### config.mk
export PLATFORM = sky130hd
export DESIGN_NAME = bu_retire_arb
export DESIGN_NICKNAME = d
export VERILOG_FILES = /design/src/rtl/nou_bu_pkg.sv /design/src/rtl/bu_rr_arb.sv /design/src/rtl/bu_retire_arb.sv
export SDC_FILE = /design/constraint.sdc
export NUM_CORES = 1
export LEC_CHECK = 0
export CORE_ASPECT_RATIO = 1.2
export CORE_MARGIN = 2
export CORE_UTILIZATION = 36
export DETAILED_ROUTE_END_ITERATION = 10
export GPL_TIMING_DRIVEN = 0
export PLACE_DENSITY = 0.85
export SYNTH_ARGS = -nofsm -noshare
export SYNTH_HDL_FRONTEND = slang
export SYNTH_SLANG_ARGS = --single-unit
### constraint.sdc
create_clock -name clk -period 3.2 [get_ports clk]
set_clock_uncertainty 0.2 [all_clocks]
set_input_delay 0.64 -clock clk [delete_from_list [all_inputs] [get_ports clk]]
set_output_delay 0.64 -clock clk [all_outputs]
set_load 0.1 [all_outputs]
### src/rtl/nou_bu_pkg.sv
// Shared buffer-unit types: retire record layout, field widths and counter defaults.
package nou_bu_pkg;

  localparam int unsigned NOU_SID_WIDTH         = 8;
  localparam int unsigned NOU_RSP_TYPE_ID_WIDTH = 3;
  localparam int unsigned NOU_BUF_ID_WIDTH      = 6;
  localparam int unsigned NOU_ERR_CODE_WIDTH    = 4;
  localparam int unsigned NOU_BUF_RM_WIDTH      = 8;

  localparam int unsigned BU_RCNT_W_DEF = 16;
  localparam int unsigned BU_ECNT_W_DEF = 8;

  typedef struct packed {
    logic [NOU_SID_WIDTH-1:0]         sid;
    logic [NOU_RSP_TYPE_ID_WIDTH-1:0] rtype;
    logic [NOU_BUF_ID_WIDTH-1:0]      buf_id;
    logic                             status;
    logic [NOU_ERR_CODE_WIDTH-1:0]    err_code;
    logic [NOU_BUF_RM_WIDTH-1:0]      rm;
  } bu_rtr_rec_t;

  typedef enum logic {
    RS_EMPTY = 1'b0,
    RS_FULL  = 1'b1
  } bu_rtr_state_e;

endpackage

### src/rtl/bu_rr_arb.sv
// Combinational round-robin picker: first requester at or above ptr, wrapping modulo N.
module bu_rr_arb #(
  parameter int unsigned N  = 4,
  parameter int unsigned IW = (N > 1) ? $clog2(N) : 1
) (
  input  logic [N-1:0]  req,
  input  logic [IW-1:0] ptr,
  output logic [N-1:0]  grant,
  output logic [IW-1:0] grant_idx
);

  int unsigned w_idx;
  logic        w_found;

  always_comb begin
    grant     = '0;
    grant_idx = '0;
    w_found   = 1'b0;
    w_idx     = 0;
    for (int unsigned k = 0; k < N; k++) begin
      w_idx = (32'(ptr) + k) % N;
      if (!w_found && req[w_idx[IW-1:0]]) begin
        w_found                 = 1'b1;
        grant[w_idx[IW-1:0]]    = 1'b1;
        grant_idx               = w_idx[IW-1:0];
      end
    end
  end

endmodule

### src/rtl/bu_retire_arb.sv
// Retire arbiter: round-robin selection of requester records into one output register
// stage with valid/ready handshake, plus retire and saturating error counters.
module bu_retire_arb
  import nou_bu_pkg::*;
#(
  parameter int unsigned NREQ   = 4,
  parameter int unsigned RCNT_W = BU_RCNT_W_DEF,
  parameter int unsigned ECNT_W = BU_ECNT_W_DEF
) (
  input  logic                                  clk,
  input  logic                                  rstn,
  input  logic [NREQ-1:0]                       req_vld,
  output logic [NREQ-1:0]                       req_rdy,
  input  logic [NREQ*NOU_SID_WIDTH-1:0]         req_sid,
  input  logic [NREQ*NOU_RSP_TYPE_ID_WIDTH-1:0] req_rtype,
  input  logic [NREQ*NOU_BUF_ID_WIDTH-1:0]      req_buf_id,
  input  logic [NREQ-1:0]                       req_status,
  input  logic [NREQ*NOU_ERR_CODE_WIDTH-1:0]    req_err_code,
  input  logic [NREQ*NOU_BUF_RM_WIDTH-1:0]      req_rm,
  output logic                                  rsp_vld,
  input  logic                                  rsp_rdy,
  output logic [NOU_SID_WIDTH-1:0]              rsp_sid,
  output logic [NOU_RSP_TYPE_ID_WIDTH-1:0]      rsp_rtype,
  output logic [NOU_BUF_ID_WIDTH-1:0]           rsp_buf_id,
  output logic                                  rsp_status,
  output logic [NOU_ERR_CODE_WIDTH-1:0]         rsp_err_code,
  output logic [NOU_BUF_RM_WIDTH-1:0]           rsp_rm,
  output logic [$clog2(NREQ)-1:0]               rsp_src,
  output logic [RCNT_W-1:0]                     retire_cnt,
  output logic [ECNT_W-1:0]                     err_cnt
);

  localparam int unsigned IW = $clog2(NREQ);

  bu_rtr_state_e r_state, w_state_nxt;
  bu_rtr_rec_t   r_rec;
  bu_rtr_rec_t   w_rec [NREQ];
  logic [IW-1:0] r_ptr, r_src, w_ptr_nxt;
  logic [RCNT_W-1:0] r_rcnt;
  logic [ECNT_W-1:0] r_ecnt;

  logic [NREQ-1:0] w_grant;
  logic [IW-1:0]   w_gidx;
  logic            w_load, w_any, w_accept, w_xfer;

  for (genvar g = 0; g < NREQ; g++) begin : g_unpack
    assign w_rec[g].sid      = req_sid[g*NOU_SID_WIDTH +: NOU_SID_WIDTH];
    assign w_rec[g].rtype    = req_rtype[g*NOU_RSP_TYPE_ID_WIDTH +: NOU_RSP_TYPE_ID_WIDTH];
    assign w_rec[g].buf_id   = req_buf_id[g*NOU_BUF_ID_WIDTH +: NOU_BUF_ID_WIDTH];
    assign w_rec[g].status   = req_status[g];
    assign w_rec[g].err_code = req_err_code[g*NOU_ERR_CODE_WIDTH +: NOU_ERR_CODE_WIDTH];
    assign w_rec[g].rm       = req_rm[g*NOU_BUF_RM_WIDTH +: NOU_BUF_RM_WIDTH];
  end

  bu_rr_arb #(
    .N  (NREQ),
    .IW (IW)
  ) u_rr_arb (
    .req       (req_vld),
    .ptr       (r_ptr),
    .grant     (w_grant),
    .grant_idx (w_gidx)
  );

  // rstn gates load so no requester sees ready while the block is held in reset.
  assign w_load    = rstn & ((r_state == RS_EMPTY) | rsp_rdy);
  assign w_any     = |req_vld;
  assign w_accept  = w_load & w_any;
  assign w_xfer    = (r_state == RS_FULL) & rsp_rdy;
  assign req_rdy   = w_grant & {NREQ{w_load}};
  assign w_ptr_nxt = (w_gidx == IW'(NREQ - 1)) ? '0 : w_gidx + IW'(1);

  always_comb begin
    w_state_nxt = r_state;
    if (w_load) begin
      w_state_nxt = w_any ? RS_FULL : RS_EMPTY;
    end
  end

  always_ff @(posedge clk or negedge rstn) begin
    if (!rstn) begin
      r_state <= RS_EMPTY;
    end else begin
      r_state <= w_state_nxt;
    end
  end

  // Payload, source and pointer only move on an accepted record.
  always_ff @(posedge clk or negedge rstn) begin
    if (!rstn) begin
      r_rec <= '0;
      r_src <= '0;
      r_ptr <= '0;
    end else if (w_accept) begin
      r_rec <= w_rec[w_gidx];
      r_src <= w_gidx;
      r_ptr <= w_ptr_nxt;
    end
  end

  always_ff @(posedge clk or negedge rstn) begin
    if (!rstn) begin
      r_rcnt <= '0;
      r_ecnt <= '0;
    end else if (w_xfer) begin
      r_rcnt <= r_rcnt + RCNT_W'(1);
      if (r_rec.status && (r_ecnt != '1)) begin
        r_ecnt <= r_ecnt + ECNT_W'(1);
      end
    end
  end

  assign rsp_vld      = (r_state == RS_FULL);
  assign rsp_sid      = r_rec.sid;
  assign rsp_rtype    = r_rec.rtype;
  assign rsp_buf_id   = r_rec.buf_id;
  assign rsp_status   = r_rec.status;
  assign rsp_err_code = r_rec.err_code;
  assign rsp_rm       = r_rec.rm;
  assign rsp_src      = r_src;
  assign retire_cnt   = r_rcnt;
  assign err_cnt      = r_ecnt;

endmodule
==> impl_metrics.prom, run 1 <==
# TYPE chip_impl_metric gauge
chip_impl_info{name="combinational_family_with_the_most_area_after_synthesis",value="compound AO/OA/AOI/OAI gates"} 1
chip_impl_metric{name="clk-insertion-delay-late",unit="ns"} 0.32
chip_impl_metric{name="synth_xor_xnor_area_share",unit="%"} 5.81
chip_impl_metric{name="fp-row-count",unit=""} 39
chip_impl_metric{name="holdWs",unit="ns"} 0.0303
chip_impl_metric{name="clk_path_buf_depth",unit=""} 2
chip_impl_info{name="most_common_library_cell_in_the_layout_ignoring_fill_and_taps",value="sky130_fd_sc_hd__clkdlybuf4s50_1"} 1
chip_impl_info{name="worstReg2RegStart",value="r_ptr[1]"} 1
chip_impl_metric{name="yosys_register_bits",unit=""} 59
chip_impl_metric{name="p_leak",unit="nW"} 2.48
chip_impl_metric{name="r2r_slack",unit="ns"} 0.05
chip_impl_info{name="rsz0062_at_grt",value="yes"} 1
chip_impl_metric{name="yosysWarningCount",unit=""} 0
chip_impl_info{name="critical_path.startpoint_type",value="register"} 1
chip_impl_metric{name="utilization",unit="%"} 65.4
chip_impl_metric{name="boundaryPins",unit=""} 188
chip_impl_metric{name="synth_sequential_area_ratio",unit="%"} 42.6
chip_impl_metric{name="flow.area_growth_from_synthesis",unit="%"} 78.5
chip_impl_metric{name="place_congestion",unit=""} 0.838
chip_impl_metric{name="chipWidth",unit="µm"} 93.6
chip_impl_metric{name="worstPathRequired",unit="ns"} 2.36
chip_impl_metric{name="drt_pre_antenna_iters",unit=""} 4
chip_impl_metric{name="tritoncts_num_sinks",unit=""} 59
chip_impl_metric{name="post_drt_via_cell_ratio",unit=""} 5.36
chip_impl_metric{name="htreeDepth",unit=""} 3
chip_impl_metric{name="cp_slowest_stage_delay",unit="ns"} 0.61
chip_impl_metric{name="grt_max_degree",unit=""} 34
chip_impl_info{name="cp_slowest_cell",value="sky130_fd_sc_hd__mux4_2"} 1
chip_impl_metric{name="grt_first_pass_wirelength",unit="µm"} 19100
chip_impl_metric{name="die_h",unit="µm"} 112
chip_impl_metric{name="critical_path.n_buffers_inverters",unit=""} 3
chip_impl_metric{name="synth_area",unit="µm²"} 3470
chip_impl_metric{name="final-max-slew-violation-count",unit=""} 0
chip_impl_metric{name="finalWorstSetupSlack",unit="ns"} -0.198
chip_impl_metric{name="dr_total_vias",unit=""} 3670
chip_impl_metric{name="report.final.hold_viol_count",unit=""} 0
chip_impl_info{name="crit_chain",value="clkbuf_8, inv_6, ha_4, mux4_2, nor2b_4, a22oi_1, nor2_1, a221oi_2, nor2_4, buf_12"} 1
chip_impl_info{name="violations",value="setup timing"} 1
chip_impl_metric{name="critical_path_cell_count",unit=""} 10
chip_impl_metric{name="synth_async_sr_flop_share",unit="%"} 100
chip_impl_metric{name="synth_compound_area_share",unit="%"} 17.4
chip_impl_metric{name="diodes",unit=""} 0
chip_impl_metric{name="numPlacedInstances",unit=""} 654
chip_impl_metric{name="gate_count_of_the_mapped_netlist",unit=""} 344
chip_impl_metric{name="timing.final.crit_period",unit="ns"} 3.40
chip_impl_info{name="hp-class",value="in2async"} 1
chip_impl_metric{name="max-vdd-ir-drop",unit="mV"} 0.624
chip_impl_metric{name="cap_viol_max_count",unit=""} 0
chip_impl_metric{name="buffer_ports.inserted",unit=""} 186
chip_impl_metric{name="ant_nets",unit=""} 0
chip_impl_metric{name="synth-adder-area-share",unit="%"} 3.61
chip_impl_info{name="mostFrequentLayoutCells",value="178 x sky130_fd_sc_hd__clkdlybuf4s50_1, 58 x sky130_fd_sc_hd__dfrtp_1, 31 x sky130_fd_sc_hd__nor3_1, 30 x sky130_fd_sc_hd__o22ai_1"} 1
chip_impl_info{name="yosys_most_used_dff",value="sky130_fd_sc_hd__dfrtp_1"} 1
chip_impl_info{name="cpLargestDelayFamily",value="multiplexers"} 1
chip_impl_metric{name="globalRouteTotalUtil",unit="%"} 23.4
chip_impl_metric{name="max_freq",unit="GHz"} 0.294
chip_impl_metric{name="worstPathMaxFanout",unit=""} 6
chip_impl_metric{name="core_area",unit="µm²"} 9470
chip_impl_metric{name="ff_latch_area",unit="µm²"} 1480
chip_impl_metric{name="fin_cells",unit=""} 685
chip_impl_info{name="setup.worst_path.class",value="reg2out"} 1
chip_impl_metric{name="postRouteWirelength",unit="µm"} 12100
chip_impl_metric{name="post_synth_and_or_nand_nor_area_fraction",unit="%"} 13.9
chip_impl_metric{name="max-slew-margin-rel",unit="%"} 29.0
chip_impl_info{name="run_status",value="complete, but fails checks"} 1
chip_impl_metric{name="starting_utilization_of_the_core_area",unit="%"} 36.6
chip_impl_metric{name="finalCritPeriodShare",unit="%"} 106
chip_impl_metric{name="final_nets",unit=""} 694
chip_impl_metric{name="post-dp-hpwl",unit="µm"} 9170
chip_impl_metric{name="synth_mux_area_share",unit="%"} 11.8
chip_impl_metric{name="fin_setup_tns",unit="ns"} -0.688
chip_impl_metric{name="worst_reg_to_reg_cells",unit=""} 12
chip_impl_metric{name="synth.avg_cell_area",unit="µm²"} 10.1
chip_impl_metric{name="tightest_slew",unit="ns"} 1.06
chip_impl_metric{name="synth_enable_flop_cells",unit=""} 0
chip_impl_metric{name="design.die.area",unit="µm²"} 10400
chip_impl_metric{name="synth.net_count",unit=""} 481
chip_impl_metric{name="place_ws",unit="ns"} -1.22
chip_impl_metric{name="remaining_drc_errors",unit=""} 0
chip_impl_info{name="rr_endpoint",value="rsp_rtype[2]"} 1
chip_impl_metric{name="arrival",unit="ns"} 2.56
chip_impl_metric{name="timing.final.setup_violations",unit=""} 4
chip_impl_metric{name="gr-total-overflow",unit=""} 0
chip_impl_metric{name="via_count_of_the_first_global_routing_pass",unit=""} 3855
chip_impl_metric{name="grt_antenna_before_repair",unit=""} 0
chip_impl_metric{name="tritoncts.num_buffers",unit=""} 9
chip_impl_metric{name="fraction_of_layout_cells_with_a_size_suffix_above_1",unit="%"} 16.4
chip_impl_info{name="worstSetupEndpointType",value="primary output"} 1
chip_impl_metric{name="cts_hold_buf",unit=""} 0
chip_impl_metric{name="multiInputGateArea",unit="µm²"} 1980
chip_impl_metric{name="first_iter_violations",unit=""} 232
chip_impl_metric{name="drt-wirelength-per-cell",unit="µm"} 17.6
chip_impl_info{name="cts_tree",value="built"} 1
chip_impl_info{name="clock_tree.root_cell",value="sky130_fd_sc_hd__clkbuf_16"} 1
chip_impl_metric{name="ys_types",unit=""} 42
chip_impl_metric{name="p_per_cell_area",unit="nW/µm²"} 1240
chip_impl_metric{name="num-fill-cells",unit=""} 757
chip_impl_metric{name="path_clk_slew",unit="ns"} 0.06
==> routing by layer <==
metal / track usage, % / vias to the layer above / wire length (µm)
met1: 28.5 / 1747 / 4970
met3: 6.02 / 16 / 827
li1: - / 1733 / -
met2: 40.0 / 174 / 6110
met4: 8.02 / 0 / 174
met5: 0 / - / 0
==> synthesized netlist by cell type, types with 6 or more instances <==
cell                       count  share of area (%)
sky130_fd_sc_hd__a211oi_1     30                6.5
sky130_fd_sc_hd__a22oi_1       6                1.3
sky130_fd_sc_hd__buf_2         7                1.0
sky130_fd_sc_hd__buf_6         6                1.9
sky130_fd_sc_hd__clkbuf_1     12                1.3
sky130_fd_sc_hd__dfrtp_1      59                 43
sky130_fd_sc_hd__ha_1         10                3.6
sky130_fd_sc_hd__inv_1         6               0.65
sky130_fd_sc_hd__mux2i_1      34                9.8
sky130_fd_sc_hd__nand2_1      14                1.5
sky130_fd_sc_hd__nand3_1      10                1.4
sky130_fd_sc_hd__nor2_1       22                2.4
sky130_fd_sc_hd__nor3_1       32                4.6
sky130_fd_sc_hd__o22ai_1      30                5.4
sky130_fd_sc_hd__xnor2_1      17                4.3
sky130_fd_sc_hd__xor2_1        6                1.5
==> cell type report <==
type / instances / share of cell area [%]
clock buffers: 9 / 3.64
clock inverters: 7 / 1.27
inverters: 6 / 0.525
plain buffers: 24 / 3.05
multi-input cells: 254 / 31.9
flip-flops and latches: 59 / 23.9
repair buffers: 203 / 33.2
well taps: 123 / 2.49
==> metrics by stage <==
| stage | instance area [µm²] | power, mW |
|---|---|---|
| 3_5_place_dp | 5570 | 6.16 |
| 3_3_place_gp | 5560 | 6.07 |
| 2_1_floorplan | 3540 | 4.92 |
| 5_1_grt | 6190 | 7.98 |
| 6_report | 6190 | 7.66 |
| 4_1_cts | 5990 | 7.28 |
==> where the power goes <==
| group | total, mW | internal [mW] | switching, mW |
|---|---|---|---|
| Sequential | 1.26 | 1.03 | 0.226 |
| Clock | 0.959 | 0.607 | 0.352 |
| Combinational | 5.44 | 1.89 | 3.55 |
==> kinds of logic after synthesis <==
| group | Yosys count |
|---|---|
| AO/OA/AOI/OAI | 86 |
| XOR/XNOR | 23 |
| adder cells (fa/ha/maj) | 10 |
| buffers and inverters | 31 |
| flip-flops | 59 |
| multiplexers | 38 |
| AND/OR/NAND/NOR | 97 |
==> worst max-delay path by stage <==
stage	startpoint	endpoint	slack, ns
floorplan	r_ptr[0]	req_rdy[0]	-0.12
global placement	rstn	req_rdy[2]	-3.33
detailed placement	req_vld[2]	req_rdy[0]	-1.22
CTS	r_ptr[1]	req_rdy[0]	-0.15
global route	r_ptr[1]	req_rdy[1]	-0.29
finish	r_ptr[1]	req_rdy[1]	-0.20
==> worst register-to-register path: cells and delay by family (launching register included) <==
kind / cells / cell delay [ns]
mux: 2 / 0.79
buf+inv: 5 / 0.57
compound gates: 2 / 0.47
simple gates: 2 / 0.42
flops: 1 / 0.36
fa+ha+maj: 1 / 0.26
==> timing repair <==
item | in CTS | in global routing
setup endpoints to repair | 38 | 34
endpoints found under the hold margin | 0 | 0
pin swaps | 7 | 6
setup buffers | 7 | 8
cloned | 0 | 1
resized for setup | 48 | 32
==> state kept, by name (all words and copies together), names as in the netlist <==
register / flops
rsp_err_code: 4
retire_cnt: 16
rsp_status: 1
rsp_vld: 1
rsp_src: 2
err_cnt: 8
rsp_rtype: 3
r_ptr: 2
rsp_sid: 8
rsp_rm: 8
rsp_buf_id: 6
No activity file was read; power rests on OpenSTA's default activity.
==> run 2: changes to the inputs <==
--- a/config.mk
+++ b/config.mk
@@ -11,6 +11,7 @@
 export DETAILED_ROUTE_END_ITERATION = 10
 export GPL_TIMING_DRIVEN = 0
 export PLACE_DENSITY = 0.85
+export SLEW_MARGIN = 0
 export SYNTH_ARGS = -nofsm -noshare
 export SYNTH_HDL_FRONTEND = slang
 export SYNTH_SLANG_ARGS = --single-unit
==> constraint.sdc (replaced) <==
create_clock -name clk -period 3.2 [get_ports clk]
set_clock_uncertainty 0.2 [all_clocks]
set_input_delay 0.48 -clock clk [delete_from_list [all_inputs] [get_ports clk]]
set_output_delay 0.48 -clock clk [all_outputs]
set_load 0.1 [all_outputs]
==> run 2 against run 1 <==
The flow still finishes with violations (setup timing). Sequential cell count did not move. Combinational power up 1%. Sequential share of layout area decreased by 0.22 points. Final area is 0.91% higher. Register-to-register slack improved by 0.02 ns. Die area unchanged. Critical endpoint unchanged. Largest power group unchanged. Via count decreased by 0.60%.
==> impl_metrics.prom, run 2 (synthesis gave the netlist of run 1 again) <==
# TYPE chip_impl_metric gauge
chip_impl_metric{name="final-max-slew-violation-count",unit=""} 0
chip_impl_info{name="rsz0062_at_grt",value="yes"} 1
chip_impl_metric{name="timing.final.setup_violations",unit=""} 3
chip_impl_metric{name="postRouteWirelength",unit="µm"} 12300
chip_impl_metric{name="fin_cells",unit=""} 683
chip_impl_metric{name="arrival",unit="ns"} 2.54
chip_impl_metric{name="grt_max_degree",unit=""} 41
chip_impl_metric{name="final_nets",unit=""} 692
chip_impl_metric{name="num-fill-cells",unit=""} 736
chip_impl_metric{name="post-dp-hpwl",unit="µm"} 9060
chip_impl_metric{name="numPlacedInstances",unit=""} 654
chip_impl_metric{name="fp-row-count",unit=""} 39
chip_impl_metric{name="flow.area_growth_from_synthesis",unit="%"} 80.2
chip_impl_metric{name="buffer_ports.inserted",unit=""} 186
chip_impl_metric{name="boundaryPins",unit=""} 188
chip_impl_metric{name="grt_first_pass_wirelength",unit="µm"} 19100
chip_impl_metric{name="fraction_of_layout_cells_with_a_size_suffix_above_1",unit="%"} 16.6
chip_impl_info{name="hp-class",value="in2async"} 1
chip_impl_metric{name="worst_reg_to_reg_cells",unit=""} 13
chip_impl_metric{name="clk-insertion-delay-late",unit="ns"} 0.32
chip_impl_metric{name="diodes",unit=""} 0
chip_impl_metric{name="starting_utilization_of_the_core_area",unit="%"} 36.6
chip_impl_metric{name="place_congestion",unit=""} 0.826
chip_impl_metric{name="ant_nets",unit=""} 0
chip_impl_metric{name="p_leak",unit="nW"} 2.50
chip_impl_info{name="critical_path.startpoint_type",value="register"} 1
chip_impl_metric{name="finalWorstSetupSlack",unit="ns"} -0.0153
chip_impl_info{name="rr_endpoint",value="rsp_rm[3]"} 1
chip_impl_metric{name="r2r_slack",unit="ns"} 0.07
chip_impl_metric{name="tritoncts.num_buffers",unit=""} 9
chip_impl_metric{name="chipWidth",unit="µm"} 93.6
chip_impl_info{name="setup.worst_path.class",value="reg2out"} 1
chip_impl_metric{name="fin_setup_tns",unit="ns"} -0.0321
chip_impl_metric{name="design.die.area",unit="µm²"} 10400
chip_impl_info{name="worstSetupEndpointType",value="primary output"} 1
chip_impl_metric{name="htreeDepth",unit=""} 3
chip_impl_metric{name="timing.final.crit_period",unit="ns"} 3.22
chip_impl_metric{name="tightest_slew",unit="ns"} 1.06
chip_impl_info{name="most_common_library_cell_in_the_layout_ignoring_fill_and_taps",value="sky130_fd_sc_hd__clkdlybuf4s50_1"} 1
chip_impl_info{name="violations",value="setup timing"} 1
chip_impl_metric{name="max-slew-margin-rel",unit="%"} 29.4
chip_impl_metric{name="finalCritPeriodShare",unit="%"} 100
chip_impl_metric{name="dr_total_vias",unit=""} 3648
chip_impl_info{name="clock_tree.root_cell",value="sky130_fd_sc_hd__clkbuf_16"} 1
chip_impl_metric{name="cap_viol_max_count",unit=""} 0
chip_impl_metric{name="cp_slowest_stage_delay",unit="ns"} 0.61
chip_impl_info{name="crit_chain",value="clkbuf_8, inv_6, ha_4, mux4_2, nor2b_4, a22oi_2, nor2_2, a221oi_2, nor2_4, buf_12"} 1
chip_impl_metric{name="globalRouteTotalUtil",unit="%"} 23.3
chip_impl_metric{name="drt_pre_antenna_iters",unit=""} 4
chip_impl_metric{name="core_area",unit="µm²"} 9470
chip_impl_metric{name="drt-wirelength-per-cell",unit="µm"} 18.0
chip_impl_info{name="cp_slowest_cell",value="sky130_fd_sc_hd__mux4_2"} 1
chip_impl_metric{name="via_count_of_the_first_global_routing_pass",unit=""} 3777
chip_impl_metric{name="grt_antenna_before_repair",unit=""} 0
chip_impl_metric{name="first_iter_violations",unit=""} 223
chip_impl_info{name="worstReg2RegStart",value="r_ptr[1]"} 1
chip_impl_metric{name="clk_path_buf_depth",unit=""} 2
chip_impl_metric{name="max_freq",unit="GHz"} 0.311
chip_impl_metric{name="report.final.hold_viol_count",unit=""} 0
chip_impl_metric{name="largest_register_ff_count",unit=""} 16
chip_impl_metric{name="gr-total-overflow",unit=""} 0
chip_impl_metric{name="worstPathMaxFanout",unit=""} 6
chip_impl_metric{name="remaining_drc_errors",unit=""} 0
chip_impl_metric{name="die_h",unit="µm"} 112
chip_impl_metric{name="post_drt_via_cell_ratio",unit=""} 5.34
chip_impl_info{name="mostFrequentLayoutCells",value="180 x sky130_fd_sc_hd__clkdlybuf4s50_1, 58 x sky130_fd_sc_hd__dfrtp_1, 31 x sky130_fd_sc_hd__nor3_1, 30 x sky130_fd_sc_hd__o22ai_1, 27 x sky130_fd_sc_hd__a211oi_1"} 1
chip_impl_metric{name="max-vdd-ir-drop",unit="mV"} 0.531
chip_impl_info{name="run_status",value="complete, but fails checks"} 1
chip_impl_metric{name="place_ws",unit="ns"} -0.934
chip_impl_metric{name="tritoncts_num_sinks",unit=""} 59
chip_impl_metric{name="path_clk_slew",unit="ns"} 0.06
chip_impl_info{name="cts_tree",value="built"} 1
chip_impl_metric{name="worstPathRequired",unit="ns"} 2.52
chip_impl_metric{name="p_per_cell_area",unit="nW/µm²"} 1250
-- run 2: per-layer routing --
| metal | GRT usage, % | part of all wire, % | vias up | routed length, µm |
|---|---|---|---|---|
| met2 | 41.9 | 53 | 167 | 6510 |
| met4 | 8.31 | 1.6 | 0 | 201 |
| met1 | 27.3 | 39 | 1739 | 4770 |
| met3 | 4.80 | 6.8 | 15 | 841 |
| met5 | 0 | 0 | - | 0 |
| li1 | - | - | 1727 | - |
-- run 2: worst max-delay path, delay by kind of cell (launching register included) --
family	cells	cell delay (ns)
compound gates	2	0.14
flops	1	0.35
buf+inv	3	0.35
fa+ha+maj	1	0.25
simple gates	3	0.49
mux	1	0.61
-- run 2: how the worst max path moves through the flow --
| stage | from | end | slack (ns) | cells past startpoint |
|---|---|---|---|---|
| 2_1_floorplan | r_ptr[1] | req_rdy[0] | 0.01 | 10 |
| 3_3_place_gp | rstn | req_rdy[2] | -2.99 | 4 |
| 3_5_place_dp | r_ptr[0] | req_rdy[0] | -0.93 | 11 |
| 4_1_cts | r_ptr[1] | req_rdy[2] | -0.12 | 11 |
| 5_1_grt | r_ptr[1] | req_rdy[1] | -0.11 | 10 |
| 6_report | r_ptr[1] | req_rdy[1] | -0.02 | 10 |
-- run 2: cell type report --
cell class | instances | area [µm²] | area share, %
Inverter | 6 | 32.5 | 0.521
Buffer | 23 | 185 | 2.96
Tap cell | 123 | 154 | 2.46
Timing Repair Buffer | 202 | 2100 | 33.7
Clock inverter | 7 | 100 | 1.60
Multi-Input combinational cell | 254 | 1970 | 31.5
Sequential cell | 59 | 1480 | 23.6
Clock buffer | 9 | 225 | 3.60
-- run 2: report_power, final --
group	internal (mW)	switching, mW	leakage [nW]
Sequential	1.03	0.230	0.703
Combinational	1.95	3.55	1.63
Clock	0.686	0.367	0.160
Total	3.67	4.15	2.50
-- run 2: per-stage QoR --
step | utilization, % | power [mW] | hold WS, ns | area, µm²
finish | 66.0 | 7.82 | 0.0475 | 6250
global route | 66.0 | 8.13 | 0.0617 | 6250
CTS | 64.1 | 7.39 | 0.0518 | 6070
detailed placement | 58.6 | 6.09 | 0.275 | 5550
global placement | 58.4 | 6.00 | 0.262 | 5530
floorplan | - | 4.88 | -0.0156 | 3520
-- run 2: what timing repair did --
| action | 4_1_cts | 5_1_grt |
|---|---|---|
| resized for setup | 53 | 34 |
| buffers inserted | 7 | 2 |
| endpoints found under the hold margin | 19 | 0 |
| endpoints found under the setup margin | 38 | 33 |
| pin swaps | 9 | 11 |
| hold buffers | 2 | 0 |
| cloned | 0 | 4 |
==> run 3: changes to the inputs <==
--- a/config.mk
+++ b/config.mk
@@ -5,6 +5,7 @@
 export SDC_FILE = /design/constraint.sdc
 export NUM_CORES = 1
 export LEC_CHECK = 0
+export CAP_MARGIN = 25
 export CORE_ASPECT_RATIO = 1.2
 export CORE_MARGIN = 2
 export CORE_UTILIZATION = 36
==> run 3 against run 2 <==
The flow still finishes with violations (setup timing). Highest routed layer unchanged. Combinational power is 0.9% lower. Sequential cell count stayed put. Die area stayed put. Critical path depth stayed put. Critical path type unchanged. Largest power group unchanged. Cell count is 0.15% higher. Worst hold slack worse by 0.00064 ns.
==> impl_metrics.prom, run 3 (synthesis gave the netlist of run 1 again) <==
# TYPE chip_impl_metric gauge
chip_impl_info{name="hp-class",value="in2async"} 1
chip_impl_metric{name="final_design_area_no_fill",unit="µm²"} 6250
chip_impl_metric{name="global_route.usage.met1",unit="%"} 27.3
chip_impl_metric{name="numPlacedInstances",unit=""} 654
chip_impl_metric{name="dpl_cell_area",unit="µm²"} 5550
chip_impl_metric{name="p_per_cell_area",unit="nW/µm²"} 1240
chip_impl_info{name="violations",value="setup timing"} 1
chip_impl_metric{name="netSwitchingFraction",unit="%"} 53.1
chip_impl_metric{name="via_count_of_the_first_global_routing_pass",unit=""} 3777
chip_impl_info{name="rr_endpoint",value="rsp_buf_id[5]"} 1
chip_impl_metric{name="worstPathMaxFanout",unit=""} 6
chip_impl_metric{name="grt_use_met2",unit="%"} 41.9
chip_impl_info{name="global_route.peak_usage_layer",value="met2"} 1
chip_impl_metric{name="die_h",unit="µm"} 112
chip_impl_metric{name="first_iter_violations",unit=""} 201
chip_impl_metric{name="share_clk_of_total_power",unit="%"} 13.5
chip_impl_metric{name="fraction_of_layout_cells_with_a_size_suffix_above_1",unit="%"} 16.4
chip_impl_metric{name="flow.area_growth_from_synthesis",unit="%"} 80.2
chip_impl_metric{name="fp-row-count",unit=""} 39
chip_impl_metric{name="arrival",unit="ns"} 2.52
chip_impl_metric{name="chipWidth",unit="µm"} 93.6
chip_impl_metric{name="r2r_slack",unit="ns"} 0.08
chip_impl_metric{name="finalCritPeriodShare",unit="%"} 100
chip_impl_metric{name="clk_path_buf_depth",unit=""} 2
chip_impl_metric{name="diodes",unit=""} 0
chip_impl_metric{name="post_drt_via_cell_ratio",unit=""} 5.36
chip_impl_metric{name="dr_total_vias",unit=""} 3665
chip_impl_info{name="rsz0062_at_grt",value="yes"} 1
chip_impl_metric{name="max-vdd-ir-drop",unit="mV"} 0.533
chip_impl_metric{name="finalWorstSetupSlack",unit="ns"} -0.00408
chip_impl_metric{name="timing.final.setup_violations",unit=""} 2
chip_impl_metric{name="boundaryPins",unit=""} 188
chip_impl_metric{name="remaining_drc_errors",unit=""} 0
chip_impl_metric{name="design.die.area",unit="µm²"} 10400
chip_impl_metric{name="globalRouteTotalUtil",unit="%"} 23.3
chip_impl_info{name="clock_tree.root_cell",value="sky130_fd_sc_hd__clkbuf_16"} 1
chip_impl_metric{name="largest_register_ff_count",unit=""} 16
chip_impl_metric{name="place_congestion",unit=""} 0.826
chip_impl_metric{name="grt_antenna_before_repair",unit=""} 0
chip_impl_metric{name="htreeDepth",unit=""} 3
chip_impl_metric{name="starting_utilization_of_the_core_area",unit="%"} 36.6
chip_impl_metric{name="path_clk_slew",unit="ns"} 0.06
chip_impl_metric{name="max-slew-margin-rel",unit="%"} 28.3
chip_impl_metric{name="grt_first_pass_wirelength",unit="µm"} 19100
chip_impl_metric{name="num-fill-cells",unit=""} 742
chip_impl_metric{name="gr-total-overflow",unit=""} 0
chip_impl_metric{name="power.combinational.fraction",unit="%"} 70.2
chip_impl_info{name="cts_tree",value="built"} 1
chip_impl_metric{name="internal-power",unit="mW"} 3.64
chip_impl_metric{name="drt_pre_antenna_iters",unit=""} 4
chip_impl_info{name="run_status",value="complete, but fails checks"} 1
chip_impl_metric{name="holdWs",unit="ns"} 0.0468
chip_impl_metric{name="p_leak",unit="nW"} 2.50
chip_impl_metric{name="post-dp-hpwl",unit="µm"} 9060
chip_impl_metric{name="use_met3",unit="%"} 4.80
chip_impl_metric{name="final-max-slew-violation-count",unit=""} 0
chip_impl_metric{name="p_seq_share",unit="%"} 16.3
chip_impl_info{name="mostFrequentLayoutCells",value="180 x sky130_fd_sc_hd__clkdlybuf4s50_1, 58 x sky130_fd_sc_hd__dfrtp_1, 31 x sky130_fd_sc_hd__nor3_1, 30 x sky130_fd_sc_hd__o22ai_1"} 1
chip_impl_metric{name="timing.final.crit_period",unit="ns"} 3.20
chip_impl_metric{name="grt_max_degree",unit=""} 41
chip_impl_metric{name="tritoncts_num_sinks",unit=""} 59
chip_impl_info{name="setup.worst_path.class",value="reg2out"} 1
chip_impl_metric{name="total_chip_power",unit="mW"} 7.76
chip_impl_metric{name="tightest_slew",unit="ns"} 1.07
chip_impl_metric{name="ant_nets",unit=""} 0
chip_impl_metric{name="drt-wirelength-per-cell",unit="µm"} 17.9
chip_impl_info{name="worstSetupEndpointType",value="primary output"} 1
chip_impl_metric{name="buffer_ports.inserted",unit=""} 186
chip_impl_metric{name="final_nets",unit=""} 693
chip_impl_metric{name="worst_reg_to_reg_cells",unit=""} 13
chip_impl_info{name="worstReg2RegStart",value="r_ptr[1]"} 1
chip_impl_metric{name="fin_cells",unit=""} 684
chip_impl_info{name="critical_path.startpoint_type",value="register"} 1
chip_impl_metric{name="tritoncts.num_buffers",unit=""} 9
chip_impl_metric{name="report.final.hold_viol_count",unit=""} 0
chip_impl_metric{name="postRouteWirelength",unit="µm"} 12200
chip_impl_metric{name="p_sw",unit="mW"} 4.12
chip_impl_info{name="most_common_library_cell_in_the_layout_ignoring_fill_and_taps",value="sky130_fd_sc_hd__clkdlybuf4s50_1"} 1
chip_impl_metric{name="clk-insertion-delay-late",unit="ns"} 0.32
chip_impl_metric{name="cap_viol_max_count",unit=""} 0
chip_impl_metric{name="max_freq",unit="GHz"} 0.312
chip_impl_metric{name="core_area",unit="µm²"} 9470
chip_impl_metric{name="worstPathRequired",unit="ns"} 2.52
## run 3: power groups by stage
| stage | clock network, mW | logic, mW | registers (mW) |
|---|---|---|---|
| 5_1_grt | 1.11 | 5.67 | 1.30 |
| 4_1_cts | 1.06 | 5.08 | 1.25 |
| 2_1_floorplan | 0 | 1.71 | 3.18 |
| 6_report | 1.05 | 5.45 | 1.26 |
| 3_5_place_dp | 0 | 4.81 | 1.28 |
| 3_3_place_gp | 0 | 4.73 | 1.26 |
## run 3: critical path: stages (launching register included)
cell and delay (ns):
sky130_fd_sc_hd__dfrtp_1 0.35, sky130_fd_sc_hd__clkbuf_8 0.14, sky130_fd_sc_hd__inv_6 0.03, sky130_fd_sc_hd__ha_4 0.25
sky130_fd_sc_hd__mux4_2 0.61, sky130_fd_sc_hd__nor2b_4 0.23, sky130_fd_sc_hd__a22oi_2 0.08, sky130_fd_sc_hd__nor2_2 0.12
sky130_fd_sc_hd__a221oi_2 0.06, sky130_fd_sc_hd__nor2_4 0.14, sky130_fd_sc_hd__buf_12 0.18
## run 3: worst max path at each step
stage / to / slack (ns) / cells after the start / start
6_report: req_rdy[1] / -0.004 / 10 / r_ptr[1]
5_1_grt: req_rdy[1] / -0.10 / 10 / r_ptr[1]
4_1_cts: req_rdy[2] / -0.12 / 11 / r_ptr[1]
3_5_place_dp: req_rdy[0] / -0.93 / 11 / r_ptr[0]
3_3_place_gp: req_rdy[2] / -2.99 / 4 / rstn
2_1_floorplan: req_rdy[0] / 0.01 / 10 / r_ptr[1]
## run 3: final cells by class
cell class                 instances  area (µm²)  share of cell area, %
sequential                        59        1480                   23.6
buffer                            23         181                   2.90
inverter                           6        32.5                  0.521
clock buffer                       9         225                   3.60
clock inverter                     7         100                   1.60
timing repair buffer             203        2110                   33.8
multi-input combinational        254        1960                   31.4
tap                              123         154                   2.46
## run 3: through the flow
stage / TNS (ns) / util, % / setup WS, ns
after global routing: -0.506 / 66.0 / -0.103
after detailed placement: -14.70 / 58.6 / -0.934
final: -0.00701 / 66.0 / -0.00408
after global placement: -135.85 / 58.4 / -2.99
after floorplan: 0 / - / 0.0123
after CTS: -0.356 / 64.1 / -0.122
## run 3: routing by layer
layer / wire length [µm] / up-vias
met2: 6460 / 181
li1: - / 1726
met1: 4790 / 1748
met4: 113 / 0
met3: 869 / 10
met5: 0 / -
## run 3: repair_timing
action / 4_1_cts / 5_1_grt
hold buffers: 2 / 0
gates resized for setup: 53 / 28
setup buffers: 7 / 2
endpoints found under the setup margin: 38 / 33
endpoints found under the hold margin: 19 / 0
pin swaps: 9 / 9
gates cloned: 0 / 3
